$ cat src/rtl/regfile_scoreboard.sv
// regfile_scoreboard
//   Integer register file with a per-register pending-write scoreboard.
//   Decode reads operands through two combinational read ports and uses the
//   busy flags to stall on RAW hazards. Every issued destination register
//   bumps that register's pending counter. Each writeback to the register
//   retires one pending writer. A flush from writeback clears all pending
//   records, because flushed instructions never reach writeback.
//
// Ports
//   clk                 clock
//   reset               synchronous reset, active low (0 = reset)
//   rs1_addr/rs1_data   read port 1 (combinational data)
//   rs2_addr/rs2_data   read port 2 (combinational data)
//   rs1_busy/rs2_busy   operand register has an outstanding writer
//   wr_addr/wr_data     writeback destination and data
//   wr_enable           writeback write strobe
//   issue_valid         decode issues an instruction this cycle
//   issue_we            issued instruction writes a register
//   issue_rd            issued destination register
//   issue_full          pending counter of issue_rd is saturated (stall)
//   flush               pipeline flush from writeback

`ifndef REG_ADDR_SIZE
`define REG_ADDR_SIZE 4
`endif
`ifndef REG_DATA_SIZE
`define REG_DATA_SIZE 31
`endif

module regfile_scoreboard #(
  parameter int NUM_REGS = 32,
  parameter int CNT_W    = 2,
  parameter int BYPASS   = 1
) (
  input  logic                      clk,
  input  logic                      reset,
  input  logic [`REG_ADDR_SIZE:0]   rs1_addr,
  output logic [`REG_DATA_SIZE:0]   rs1_data,
  input  logic [`REG_ADDR_SIZE:0]   rs2_addr,
  output logic [`REG_DATA_SIZE:0]   rs2_data,
  output logic                      rs1_busy,
  output logic                      rs2_busy,
  input  logic [`REG_ADDR_SIZE:0]   wr_addr,
  input  logic [`REG_DATA_SIZE:0]   wr_data,
  input  logic                      wr_enable,
  input  logic                      issue_valid,
  input  logic                      issue_we,
  input  logic [`REG_ADDR_SIZE:0]   issue_rd,
  output logic                      issue_full,
  input  logic                      flush
);

  localparam int AW = `REG_ADDR_SIZE + 1;
  localparam int DW = `REG_DATA_SIZE + 1;
  localparam logic [CNT_W-1:0] CNT_MAX = '1;

  // Addresses at or beyond NUM_REGS behave like x0: read 0, never busy.
  function automatic logic addr_ok(input logic [AW-1:0] a);
    return int'(a) < NUM_REGS;
  endfunction

  // ---------------------------------------------------------------------
  // Register storage. Entry 0 is never written; reads of x0 are forced to 0.
  // ---------------------------------------------------------------------
  logic [DW-1:0] regs_reg [NUM_REGS];

  always_ff @(posedge clk) begin
    if (!reset) begin
      for (int i = 0; i < NUM_REGS; i++) begin
        regs_reg[i] <= '0;
      end
    end else if (wr_enable && (wr_addr != '0) && addr_ok(wr_addr)) begin
      regs_reg[wr_addr] <= wr_data;
    end
  end

  // ---------------------------------------------------------------------
  // Pending-writer counters, one per architectural register.
  // ---------------------------------------------------------------------
  logic [CNT_W-1:0] cnt [NUM_REGS];

  for (genvar gi = 0; gi < NUM_REGS; gi++) begin : g_cnt
    if (gi == 0) begin : g_zero
      assign cnt[gi] = '0;
    end else begin : g_live
      logic [CNT_W-1:0] cnt_reg;
      logic             inc;
      logic             dec;

      // issue_full already excludes saturated counters, so inc never wraps.
      assign inc = issue_valid & issue_we & (issue_rd == AW'(gi))
                   & ~issue_full & ~flush;
      // A writeback with nothing pending is ignored, so no underflow.
      assign dec = wr_enable & (wr_addr == AW'(gi)) & (cnt_reg != '0);

      always_ff @(posedge clk) begin
        if (!reset) begin
          cnt_reg <= '0;
        end else if (flush) begin
          cnt_reg <= '0;
        end else if (inc && !dec) begin
          cnt_reg <= cnt_reg + 1'b1;
        end else if (dec && !inc) begin
          cnt_reg <= cnt_reg - 1'b1;
        end
        // inc && dec: the older writer retires and the newer one takes its
        // place, so the count is unchanged.
      end

      assign cnt[gi] = cnt_reg;
    end
  end

  // ---------------------------------------------------------------------
  // Read ports with optional same-cycle forwarding of the writeback.
  // ---------------------------------------------------------------------
  logic [AW-1:0] rd_addr [2];
  logic [DW-1:0] rd_data [2];
  logic          rd_busy [2];

  assign rd_addr[0] = rs1_addr;
  assign rd_addr[1] = rs2_addr;

  for (genvar gi = 0; gi < 2; gi++) begin : g_rd
    logic             hit;
    logic [DW-1:0]    stored;
    logic [CNT_W-1:0] rd_cnt;
    logic [DW-1:0]    data_sel;
    logic             busy_sel;

    always_comb begin
      hit      = (BYPASS != 0) && wr_enable && (wr_addr == rd_addr[gi]);
      stored   = '0;
      rd_cnt   = '0;
      data_sel = '0;
      busy_sel = 1'b0;
      if (addr_ok(rd_addr[gi])) begin
        stored = regs_reg[rd_addr[gi]];
        rd_cnt = cnt[rd_addr[gi]];
      end
      if (rd_addr[gi] != '0) begin
        data_sel = hit ? wr_data : stored;
        // When the last pending writer is retiring right now, its value is
        // forwarded, so the operand is not a hazard. With more writers
        // still in flight the forwarded value is stale and decode must wait.
        if (hit && (rd_cnt == CNT_W'(1))) begin
          busy_sel = 1'b0;
        end else begin
          busy_sel = (rd_cnt != '0);
        end
      end
    end

    assign rd_data[gi] = data_sel;
    assign rd_busy[gi] = busy_sel;
  end

  assign rs1_data = rd_data[0];
  assign rs2_data = rd_data[1];
  assign rs1_busy = rd_busy[0];
  assign rs2_busy = rd_busy[1];

  // ---------------------------------------------------------------------
  // Saturation stall. A writeback to the same register in this cycle frees
  // a slot, so the issue can proceed.
  // ---------------------------------------------------------------------
  logic [CNT_W-1:0] issue_cnt;

  assign issue_cnt  = addr_ok(issue_rd) ? cnt[issue_rd] : '0;
  assign issue_full = issue_valid & issue_we & (issue_rd != '0)
                      & (issue_cnt == CNT_MAX)
                      & ~(wr_enable & (wr_addr == issue_rd));

endmodule
$ cat config.mk
export PLATFORM = sky130hd
export DESIGN_NAME = regfile_scoreboard
export DESIGN_NICKNAME = d
export VERILOG_FILES = /design/src/rtl/regfile_scoreboard.sv
export SDC_FILE = /design/constraint.sdc
export NUM_CORES = 2
export LEC_CHECK = 0
export CAP_MARGIN = 20
export CORE_ASPECT_RATIO = 1.4
export CORE_MARGIN = 4
export CORE_UTILIZATION = 54
export DETAILED_ROUTE_END_ITERATION = 8
export GPL_ROUTABILITY_DRIVEN = 0
export PLACE_DENSITY_LB_ADDON = 0.15
export SLEW_MARGIN = 20
export SYNTH_ARGS = -nofsm -noshare
export SYNTH_HDL_FRONTEND = slang
export SYNTH_SLANG_ARGS = --single-unit
$ cat constraint.sdc
create_clock -name clk -period 8.5 [get_ports clk]
set_input_delay 1.7 -clock clk [delete_from_list [all_inputs] [get_ports clk]]
set_output_delay 1.7 -clock clk [all_outputs]
set_load 0.01 [all_outputs]
==> reports/qor.yml <==
status: "completed"
startpoint: "rs2_addr[2]"
dieArea_um2: 118000
clock_sinks: 1086
nets: 4358
fillers: 8618
drive_above_1_share_pct: 20.88
first_pass_iters: 6
final_max_slew_viol_count: 0
crit_arrival_ps: 5460
grt_pass1_wl_um: 291100
crit_family: "buffers and inverters"
worstSetupEndpoint: "rs2_data[28]"
reg2reg_to: "g_cnt[1].g_live.cnt_reg[1]$_SDFFE_PP0P_"
cts_buffers: 108
initial_core_util_pct: 54.38
synth-edff-count: 1024
cts_tree: "yes"
worst_hold_path_type: "reg2reg"
antenna_found_initial: 12
power_frac_clock_pct: 37.1
num_rows: 145
finalNonFillerCells: 5839
io_pins: 125
worstRegToRegCells: 8
fin_area_um2: 66970
grt_util_all_layers_pct: 34.41
ys_async_sr_fraction_pct: 0
swShare_pct: 25.88
vias: 40940
slowest_stage: "a2111oi_0"
cap_violations: 0
grt_max_degree: 74
syn-instance-count: 4308
whs_ps: 539.5
drc: 0
ys_ff_latch: 1086
power_leakage_nw: 23.12
fp.dieH_um: 404.9
synth_flop_cell: "edfxtp_1"
dpl.cell_count: 5629
required_ps: 6800
yosysSeqAreaShare_pct: 52.64
r2r_start: "g_cnt[1].g_live.cnt_reg[0]$_SDFFE_PP0P_"
power_density_nw_per_um2: 190.1
p_int_mw: 9.436
reg2reg_slack_ps: 5580
drt_iter0_drc: 6333
rsz0062_at_grt: "no"
dpl_cell_area_um2: 63620
synth_area_um2: 60770
wl_um: 205900
max_freq_mhz: 139.7
dp_hpwl_um: 122000
clk_pin_slew_ps: 60
fin_crit_ps: 7159
post_cts_buffers: 0
path_buf_inv: 3
period_share_pct: 84.22
core_area_um2: 111800
critPathCaptureType: "output pin"
ctsHoldBuffers: 0
critical_path_depth: 8
cts_buffer_depth: 3
cts_max_level: 3
finalHoldViolations: 0
skew_ps: 12.99
crit_fanout: 28
setup_tns_ps: 0
pwr-share-comb_pct: 13.7
vias_per_cell: 7.011
yosys_warnings: 0
area_growth_pct: 10.21
clk_latency_ps: 730
min_from: "g_cnt[25].g_live.cnt_reg[1]$_SDFFE_PP0P_"
slew_headroom_pct: 17.75
postLayoutSetupSlackWorst_ps: 1341
synth_cell_types: 70
power_switching_mw: 3.295
tightest_slew_ps: 1228
setup_viol: 0
crit_type: "in2out"
routedWlPerCell_um: 35.26
pre_cts_slack_ps: 1608
max_stage_delay_ps: 940
avgSynthCellArea_um2: 14.11
crit_chain: "buf_4 -> buf_4 -> nor2_1 -> a32o_1 -> a2111oi_0 -> nor3_1 -> nor2_1 -> clkdlybuf4s50_1"
critPathLaunchType: "input pin"
ir_drop_mv: 0.1598
die_x_um: 291.5
grt_remaining_overflow: 0
port_buffers: 124
antenna_left: 0
post_cts_resized: 0
root_buffer: "clkbuf_16"
pwr-share-seq_pct: 49.2
holdPathStages: 2
first_global_vias: 40770
largest_register_ffs: 1024
metal layers:
| layer | wire [um] | global-route usage, % | up-vias |
|---|---|---|---|
| met4 | 12120 | 17.64 | 0 |
| met5 | 0 | 0 | - |
| met1 | 71030 | 43.97 | 20850 |
| met2 | 97950 | 55.47 | 2900 |
| met3 | 24770 | 7.939 | 676 |
| li1 | - | - | 16510 |
cell usage after synthesis (all sizes together) (15+ instances only):
library cell	count	area, um^2
dfxtp	62	1241
nand2	41	153.9
nor3	25	125.1
a211oi	35	262.8
mux2i	272	2723
or3	35	219.0
edfxtp	1024	30750
o22ai	17	106.4
o211ai	31	232.7
a21oi	91	455.4
mux4	474	10700
buf	134	1032
ha	31	387.9
nand3	29	145.1
and2	1000	6256
nor2	136	510.5
a22oi	37	277.8
o21ai	128	640.6
mux2	29	326.6
a221oi	65	569.3
clkbuf	315	1190
xor2	66	578.1
nor3b	15	112.6
nand2b	15	93.84
a221o	53	530.5
metrics by stage:
stage	power, mW	util (%)
after floorplan	7.371	-
after global placement	8.047	56.92
after detailed placement	8.070	56.93
after CTS	12.71	59.97
after global routing	13.06	59.91
final	12.73	59.93
worst reg2reg max path: cells and delay by family, from the launching register on:
family | cells | cell delay (ps)
flops | 1 | 390
fa+ha+maj | 1 | 330
mux | 1 | 300
compound gates | 5 | 1470
simple gates | 1 | 360
worst min path at each step:
| stage | to | slack [ps] |
|---|---|---|
| after floorplan | g_cnt[17].g_live.cnt_reg[1]$_SDFFE_PP0P_ | 490 |
| after detailed placement | g_cnt[27].g_live.cnt_reg[1]$_SDFFE_PP0P_ | 530 |
| after global routing | g_cnt[14].g_live.cnt_reg[1]$_SDFFE_PP0P_ | 590 |
| after global placement | g_cnt[25].g_live.cnt_reg[1]$_SDFFE_PP0P_ | 510 |
| after CTS | g_cnt[25].g_live.cnt_reg[1]$_SDFFE_PP0P_ | 540 |
| final | g_cnt[25].g_live.cnt_reg[1]$_SDFFE_PP0P_ | 540 |
area by class of cell:
type,count,area (um^2),area share (%)
antenna,10,25.02,0.03736
multi-input combinational,2792,27280,40.73
sequential,1086,31990,47.77
clock inverter,61,534.3,0.7977
tap,1470,1839,2.746
clock buffer,139,2861,4.273
inverter,9,38.79,0.05791
timing repair buffer,272,2407,3.594
power by group through the flow:
stage	registers [mW]	logic (mW)	clock network, mW
6_report	6.26	1.74	4.73
5_1_grt	6.29	1.79	4.99
4_1_cts	6.26	1.71	4.75
3_5_place_dp	6.37	1.70	0
3_3_place_gp	6.35	1.70	0
2_1_floorplan	6.33	1.04	0
cells by family (layout without fill, tap and decap cells):
group / after synthesis / after routing / synth area share, %
multiplexers: 775 / 775 / 22.63
AND/OR/NAND/NOR: 1357 / 1357 / 13.23
XOR/XNOR: 77 / 77 / 1.110
AO/OA/AOI/OAI: 520 / 520 / 5.985
flip-flops: 1086 / 1086 / 52.64
other: 1 / 42 / 0.006171
buffers and inverters: 461 / 481 / 3.762
adder cells (fa/ha/maj): 31 / 31 / 0.6383
layout by cell type, fill, tap and decap left out, drive strengths merged, types with 31 or more instances in the layout:
master and count:
a221o 53, xor2 66, buf 176, a21oi 91, conb 32, a22oi 37, and2 1000, o211ai 31
or3 35, clkbuf 139, o21ai 128, mux4 474, mux2i 272, clkinv 49, dfxtp 62, nor2 136
clkdlybuf4s50 96, nand2 41, ha 31, a211oi 35, edfxtp 1024, a221oi 65
Note: power is estimated with default switching activity, not from simulation.
